==> src/rtl/gray_bin_pkg.sv <==
// Shared types and constants for the round-robin Gray-to-binary controller.
package gray_bin_pkg;

    typedef enum logic [1:0] {
        IDLE = 2'd0,
        CONV = 2'd1,
        DONE = 2'd2
    } state_t;

    localparam logic REQ0 = 1'b0;
    localparam logic REQ1 = 1'b1;

endpackage

==> src/rtl/rr_arb2.sv <==
// Combinational two-way round-robin grant; on a tie the requester that did not win last time is chosen.
module rr_arb2
    import gray_bin_pkg::*;
(
    input  logic valid0,
    input  logic valid1,
    input  logic last_grant,
    output logic grant_valid,
    output logic grant_id
);

    always_comb begin
        grant_valid = valid0 | valid1;
        grant_id    = REQ0;
        if (valid0 && valid1) begin
            grant_id = ~last_grant;
        end else if (valid1) begin
            grant_id = REQ1;
        end
    end

endmodule

==> src/rtl/gray_bin_rr_ctrl.sv <==
// Two-requester controller sharing one bit-serial Gray-to-binary stage, MSB first, one bit per clock.
module gray_bin_rr_ctrl
    import gray_bin_pkg::*;
#(
    parameter int W = 4
) (
    input  logic         clk,
    input  logic         rst,
    input  logic         req0_valid,
    input  logic [W-1:0] req0_gray,
    output logic         req0_ready,
    input  logic         req1_valid,
    input  logic [W-1:0] req1_gray,
    output logic         req1_ready,
    output logic         out_valid,
    input  logic         out_ready,
    output logic [W-1:0] out_bin,
    output logic         out_id
);

    localparam int CW = $clog2(W);

    state_t         state;
    state_t         next_state;
    logic [W-1:0]   gray_reg;
    logic [W-1:0]   bin_reg;
    logic [CW-1:0]  cnt;
    logic           id_reg;
    logic           last_grant;
    logic           grant_valid;
    logic           grant_id;
    logic           accept;
    logic           prev_bit;
    logic           conv_bit;

    rr_arb2 u_arb (
        .valid0      (req0_valid),
        .valid1      (req1_valid),
        .last_grant  (last_grant),
        .grant_valid (grant_valid),
        .grant_id    (grant_id)
    );

    always_ff @(posedge clk) begin
        if (rst) begin
            state <= IDLE;
        end else begin
            state <= next_state;
        end
    end

    always_comb begin
        next_state = state;
        case (state)
            IDLE:    if (accept) next_state = CONV;
            CONV:    if (cnt == '0) next_state = DONE;
            DONE:    if (out_ready) next_state = IDLE;
            default: next_state = IDLE;
        endcase
    end

    always_comb begin
        req0_ready = (state == IDLE) && grant_valid && (grant_id == REQ0) && req0_valid && !rst;
        req1_ready = (state == IDLE) && grant_valid && (grant_id == REQ1) && req1_valid && !rst;
        out_valid  = (state == DONE);
    end

    assign accept = req0_ready | req1_ready;

    // The MSB has no higher binary bit, so its XOR partner is zero.
    always_comb begin
        prev_bit = 1'b0;
        if (cnt != CW'(W - 1)) begin
            prev_bit = bin_reg[cnt + 1'b1];
        end
    end

    assign conv_bit = gray_reg[cnt] ^ prev_bit;

    always_ff @(posedge clk) begin
        if (rst) begin
            gray_reg   <= '0;
            bin_reg    <= '0;
            cnt        <= '0;
            id_reg     <= REQ0;
            last_grant <= REQ1;
            out_bin    <= '0;
            out_id     <= REQ0;
        end else begin
            case (state)
                IDLE: begin
                    if (accept) begin
                        gray_reg   <= (grant_id == REQ1) ? req1_gray : req0_gray;
                        id_reg     <= grant_id;
                        last_grant <= grant_id;
                        cnt        <= CW'(W - 1);
                    end
                end
                CONV: begin
                    bin_reg[cnt] <= conv_bit;
                    cnt          <= cnt - 1'b1;
                    // Publish the finished word together with the last bit.
                    if (cnt == '0) begin
                        out_bin <= {bin_reg[W-1:1], conv_bit};
                        out_id  <= id_reg;
                    end
                end
                default: ;
            endcase
        end
    end

endmodule

==> config.mk <==
export PLATFORM = sky130hd
export DESIGN_NAME = gray_bin_rr_ctrl
export DESIGN_NICKNAME = d
export VERILOG_FILES = /design/src/rtl/gray_bin_pkg.sv /design/src/rtl/rr_arb2.sv /design/src/rtl/gray_bin_rr_ctrl.sv
export SDC_FILE = /design/constraint.sdc
export NUM_CORES = 1
export LEC_CHECK = 0
export CORE_AREA = 2 2 46 48
export DETAILED_ROUTE_END_ITERATION = 8
export DIE_AREA = 0 0 48 50
export PLACE_DENSITY = 0.73
export SLEW_MARGIN = 0
export SYNTH_ARGS = -nofsm -noshare
export SYNTH_HDL_FRONTEND = slang
export SYNTH_SLANG_ARGS = --single-unit
==> constraint.sdc <==
create_clock -name clk -period 1.98 [get_ports clk]
set_input_delay 0.297 -clock clk [delete_from_list [all_inputs] [get_ports clk]]
set_output_delay 0.297 -clock clk [all_outputs]
set_load 0.005 [all_outputs]
==> flow_summary.json, run 1 <==
{
  "drtPass1Iterations": 4,
  "io_pins": 21,
  "hold_viol": 0,
  "ys_seq_elements": 18,
  "fmax_mhz": 534.7,
  "port_buffers": 20,
  "grt_first_pass_wirelength_mm": 2.794,
  "max_cap_viol_count": 0,
  "dp_hpwl_mm": 1.298,
  "ir_drop_uv": 418.3,
  "synth_area_leaders": "dfxtp_1, mux2i_1, ha_1",
  "slew_headroom_pct": 71.18,
  "path_class": "input pin to output pin",
  "area_growth_pct": 35.16,
  "cts_tree": "built",
  "die-area_um2": 2400,
  "drc": 0,
  "post_cts_resized": 0,
  "grt_pass1_vias": 684,
  "drtIter0Drc": 9,
  "synthesis.nets": 113,
  "drive_gt1_share_pct": 12.40,
  "antenna_found_initial": 0,
  "p_leak_nw": 0.4583,
  "clk-insertion-delay-late_ns": 0.29,
  "initial_utilization_pct": 45.66,
  "vias": 752,
  "finalCritPeriodShare_pct": 94.46,
  "crit_chain": "clkdlybuf4s50_1 > a21boi_4 > nor3_1 > clkdlybuf4s50_1",
  "cts_sinks": 18,
  "antenna_cells": 0,
  "met3_usage_pct": 4.396,
  "path_clk_slew_ns": 0.10,
  "grt_max_degree": 13,
  "ys_types": 24,
  "wire_per_inst_um": 11.07,
  "fin_nets": 139,
  "htree_levels": 1,
  "clock_skew_ns": 0.003429,
  "slew_violations": 0,
  "core_area_um2": 1902,
  "synth_cells": 96,
  "viasPerCell": 5.081,
  "grt.overflow.total": 0,
  "root_buffer": "clkbuf_4",
  "cts_buffers": 3,
  "critPathRequiredTime_ns": 1.68,
  "cp_slowest_cell": "clkdlybuf4s50_1",
  "cp_data_arrival_time_ns": 1.57,
  "met1_usage_pct": 19.55,
  "cts_hold_buffers": 0,
  "final_cell_mix": "dfxtp_1, clkdlybuf4s50_1, nand2_1",
  "synth_enable_flop_cells": 0,
  "crit_buf_inv": 2,
  "die_h_um": 50,
  "synth-seq-area-share_pct": 41.50,
  "synth_top_cell_area_share_pct": 41.50,
  "synth_top_cell_by_area": "dfxtp_1",
  "status": "finished, final reports clean",
  "synthArstFlopShare_pct": 0,
  "post_cts_buffers": 0,
  "netlist_area_um2": 868.3,
  "place_congestion": 0.7957,
  "critical_path.max_fanout": 3,
  "finalSetupTns_ns": 0,
  "yosys_warnings": 0,
  "cp_top_family": "buffers and inverters",
  "setup_violations": 0,
  "total_power_w": 0.0008207,
  "synth_top_flop_cell": "dfxtp_1",
  "start_kind": "input pin",
  "worst_slew_pin_slew_ns": 0.4314,
  "avgSynthCellArea_um2": 9.045,
  "finalCriticalPeriod_ns": 1.870,
  "holdCritPathClass": "input pin to flip-flop",
  "fp.dieW_um": 48,
  "dp.cells": 144,
  "rows": 16,
  "final_cells": 148,
  "path_common_cell": "clkdlybuf4s50_1",
  "rsz0062_at_grt": "false",
  "ctsLongestPathBuffers": 2,
  "crit_path_end_kind": "output pin",
  "drtAntennaViolNets": 0,
  "track_usage_pct": 16.14,
  "met2_usage_pct": 26.44,
  "power_density_nw_per_um2": 699.3,
  "wirelength_mm": 1.639,
  "slowest_delay_ns": 0.52,
  "top_usage_layer": "met2"
}
[where the power goes]
group	switching, W	internal (W)
clock network	0.000111	0.000112
registers	0.0000182	0.000386
logic	0.0000945	0.0000996
[cells by family after synthesis]
family          synth area share [%]
flops                          41.50
buf+inv                        4.179
xor+xnor                       1.009
compound gates                 17.15
fa+ha+maj                      5.764
simple gates                   20.89
mux                            9.510
[cell usage after synthesis (2+ instances only)]
cell,instances
a21oi_1,8
mux2i_1,6
nand3b_1,3
nor3_1,3
buf_2,2
nor2_1,8
a211oi_1,6
nand3_1,5
nand2b_1,2
dfxtp_1,18
nor2b_1,3
clkbuf_1,2
o31ai_1,3
ha_1,4
inv_1,3
nand2_1,12
[layout make-up]
type | instances | area, um^2
inverters | 3 | 11.26
multi-input cells | 70 | 481.7
clock buffers | 4 | 36.28
fillers | 173 | 728.2
repair buffers | 26 | 250.2
flip-flops and latches | 18 | 360.3
well taps | 27 | 33.78
[routing by layer]
metal	routed length [um]	part of all wire [%]	vias to the layer above
li1	-	-	390
met1	709	43	341
met2	848	52	17
met3	68	4.1	4
met4	12	0.73	0
met5	0	0	-
[worst paths after layout]
path,start,endpoint,slack [ns],depth (start not counted)
max,req1_valid,req0_ready,0.11,4
max reg2reg,cnt[1]$_SDFFE_PP0P_,bin_reg[1]$_SDFFE_PP0P_,0.20,6
min reg2reg,out_bin[2]$_SDFFE_PP0P_,out_bin[2]$_SDFFE_PP0P_,0.46,2
min,req0_valid,id_reg$_SDFFE_PP0P_,0.44,4
[per-stage QoR]
stage / utilization (%) / hold slack [ns] / area (um^2) / setup slack (ns)
2_1_floorplan: - / 0.4018 / 868.3 / 0.3171
3_3_place_gp: 59.01 / 0.4450 / 1122 / 0.05088
3_5_place_dp: 59.01 / 0.4533 / 1122 / 0.01663
4_1_cts: 60.92 / 0.4679 / 1159 / 0.01218
5_1_grt: 61.71 / 0.4861 / 1174 / 0.01233
6_report: 61.71 / 0.4383 / 1174 / 0.1098
[worst min-delay path: cells and delay by family]
family / cells / cell delay (ns)
compound gates: 2 / 0.14
buf+inv: 1 / 0.18
simple gates: 1 / 0.07
No activity file was read; power rests on OpenSTA's default activity.
==> run 2: changes to the inputs <==
--- a/config.mk
+++ b/config.mk
@@ -5,11 +5,13 @@
 export SDC_FILE = /design/constraint.sdc
 export NUM_CORES = 1
 export LEC_CHECK = 0
-export CORE_AREA = 2 2 46 48
+export CORE_AREA = 10 10 55 57
 export DETAILED_ROUTE_END_ITERATION = 8
-export DIE_AREA = 0 0 48 50
+export DIE_AREA = 0 0 65 67
 export PLACE_DENSITY = 0.73
+export RECOVER_POWER = 100
 export SLEW_MARGIN = 0
 export SYNTH_ARGS = -nofsm -noshare
 export SYNTH_HDL_FRONTEND = slang
+export SYNTH_HIERARCHICAL = 1
 export SYNTH_SLANG_ARGS = --single-unit
==> run 2 against run 1 <==
Power down 12%. Count of clock-buffer cells in the layout fell by 1. Fmax is 1.2% higher. Combinational power shrank 20%. Worst hold slack gained 0.020 ns. Routed wire length increased by 10%. Cell count down 0.68%. First-iteration DRC count rose by 89%. Sequential share of layout area down 0.32 points. Flip-flop and latch count is the same. Critical endpoint is now req1_ready. Highest routed layer unchanged.
==> flow_summary.json, run 2 <==
{
  "root_buffer": "clkbuf_4",
  "finalCritPeriodShare_pct": 93.34,
  "ys_seq_elements": 18,
  "grt_pass1_vias": 771,
  "critical_path.max_fanout": 3,
  "drive_gt1_share_pct": 15.00,
  "synth-seq-area-share_pct": 39.24,
  "place_congestion": 0.8113,
  "cts_sinks": 18,
  "stdcell_area_um2": 1186,
  "slew_headroom_pct": 76.78,
  "ctsLongestPathBuffers": 2,
  "grt.overflow.total": 0,
  "rsz0062_at_grt": "false",
  "final_cell_mix": "dfxtp_1, clkdlybuf4s50_1, mux2i_1",
  "die_h_um": 67,
  "dpl-instance-area_um2": 1165,
  "synth_cells": 94,
  "initial_utilization_pct": 47.29,
  "p_leak_nw": 0.5055,
  "die-area_um2": 4355,
  "fin_nets": 139,
  "track_usage_pct": 9.122,
  "post-synth-top-count-cell": "dfxtp_1",
  "clock_skew_ns": 0.0009036,
  "synthTopCellsByCount": "dfxtp_1, mux2i_1, nor2_1",
  "yosys_warnings": 6,
  "multi_input_area_um2": 493.0,
  "fillers": 183,
  "holdCritPathClass": "flip-flop to flip-flop",
  "synth_area_leaders": "dfxtp_1, mux2i_1, ha_1",
  "synth_top_cell_area_share_pct": 39.24,
  "drc": 0,
  "grt_first_pass_wirelength_mm": 3.229,
  "final_common_cell": "dfxtp_1",
  "max_cap_viol_count": 0,
  "synthArstFlopShare_pct": 0,
  "regArea_um2": 360.3,
  "dp_slack_ns": -0.1739,
  "setup_violations": 0,
  "cts_buffers": 3,
  "cp_data_arrival_time_ns": 1.55,
  "avgSynthCellArea_um2": 9.770,
  "status": "finished, final reports clean",
  "critPathRequiredTime_ns": 1.68,
  "antenna_found_initial": 0,
  "worst_slew_pin_slew_ns": 0.3483,
  "crit_path_end_kind": "output pin",
  "drtIter0Drc": 17,
  "viasPerCell": 5.041,
  "grt_max_degree": 22,
  "path_clk_slew_ns": 0.10,
  "total_power_w": 0.0007237,
  "setup_ws_ns": 0.1318,
  "fp.dieW_um": 65,
  "synth_top_flop_cell": "dfxtp_1",
  "power_density_nw_per_um2": 610.1,
  "port_buffers": 20,
  "synth_top_cell_by_area": "dfxtp_1",
  "htree_levels": 1,
  "ys_types": 30,
  "finalSetupTns_ns": 0,
  "wire_per_inst_um": 12.31,
  "synthesis.nets": 111,
  "ir_drop_uv": 330.0,
  "netlist_area_um2": 918.4,
  "cts_hold_buffers": 0,
  "antenna_cells": 0,
  "post_cts_buffers": 0,
  "io_pins": 21,
  "synth_enable_flop_cells": 0,
  "cts_tree": "built",
  "slew_violations": 0,
  "rows": 16,
  "hold_viol": 0,
  "drtAntennaViolNets": 0,
  "holdWs_ns": 0.4584,
  "vias": 741,
  "finalCriticalPeriod_ns": 1.848,
  "area_growth_pct": 29.16,
  "core_area_um2": 1942,
  "post_cts_resized": 5,
  "drtPass1Iterations": 4,
  "wirelength_mm": 1.810,
  "dp_hpwl_mm": 1.398,
  "path_class": "input pin to output pin",
  "clk-insertion-delay-late_ns": 0.29,
  "start_kind": "input pin",
  "fmax_mhz": 541.1
}
-- run 2: cell count changes after synthesis, sizes merged, moves of 2 or more --
cell / change
nand2: -5
nand3: -3
mux2i: +3
nor2b: -3
a21oi: -3
and2b: +2
-- run 2: worst max-delay path, stage by stage --
cell             delay (ns)
clkdlybuf4s50_1        0.47
or2_1                  0.11
nor4b_4                0.22
and3_1                 0.21
dlygate4sd2_1          0.24
-- run 2: cell families after synthesis --
kind of cell               count (synthesis)  synth area share (%)
buffers and inverters                     10                 7.628
muxes                                     10                 12.26
DFF                                       18                 39.24
adders and majority gates                  4                 5.450
xor gates and xnor gates                   1                0.9539
AOI/OAI and AO/OA                         18                 13.76
and+or+nand+nor                           33                 20.71
-- run 2: per-stage QoR --
stage               std cells  util, %
global route              147    61.08
global placement          144    59.99
detailed placement        144    59.99
finish                    147    61.08
floorplan                  94        -
CTS                       147    61.86
-- run 2: metal layers --
| layer | GRT usage, % | part of all wire, % | wire length [um] |
|---|---|---|---|
| met1 | 10.44 | 46 | 837 |
| met3 | 2.676 | 4.0 | 73 |
| met2 | 15.02 | 48 | 874 |
| met4 | 4.813 | 1.4 | 25 |
| met5 | 0 | 0 | 0 |
-- run 2: worst paths after layout --
| check | startpoint | endpoint | slack (ns) | depth (start not counted) |
|---|---|---|---|---|
| max | req1_valid | req1_ready | 0.13 | 5 |
| min | out_id$_SDFFE_PP0P_ | out_id$_SDFFE_PP0P_ | 0.46 | 2 |
| max reg2reg | cnt[0]$_SDFFE_PP0P_ | bin_reg[1]$_SDFFE_PP0P_ | 0.22 | 4 |
| min reg2reg | out_id$_SDFFE_PP0P_ | out_id$_SDFFE_PP0P_ | 0.46 | 2 |
-- run 2: cell type report --
cell class                 count  share of cell area [%]
sequential                    18                   30.38
clock buffer                   3                   1.899
timing repair buffer          29                   22.05
inverter                       4                   1.266
multi-input combinational     66                   41.56
tap                           27                   2.848
-- run 2: report_power, final --
| group | switching [W] | internal (W) | total [W] |
|---|---|---|---|
| registers | 0.0000122 | 0.000378 | 0.000390 |
| logic | 0.0000695 | 0.0000854 | 0.000155 |
| clock network | 0.000108 | 0.0000707 | 0.000179 |
| total | 0.000190 | 0.000534 | 0.000724 |
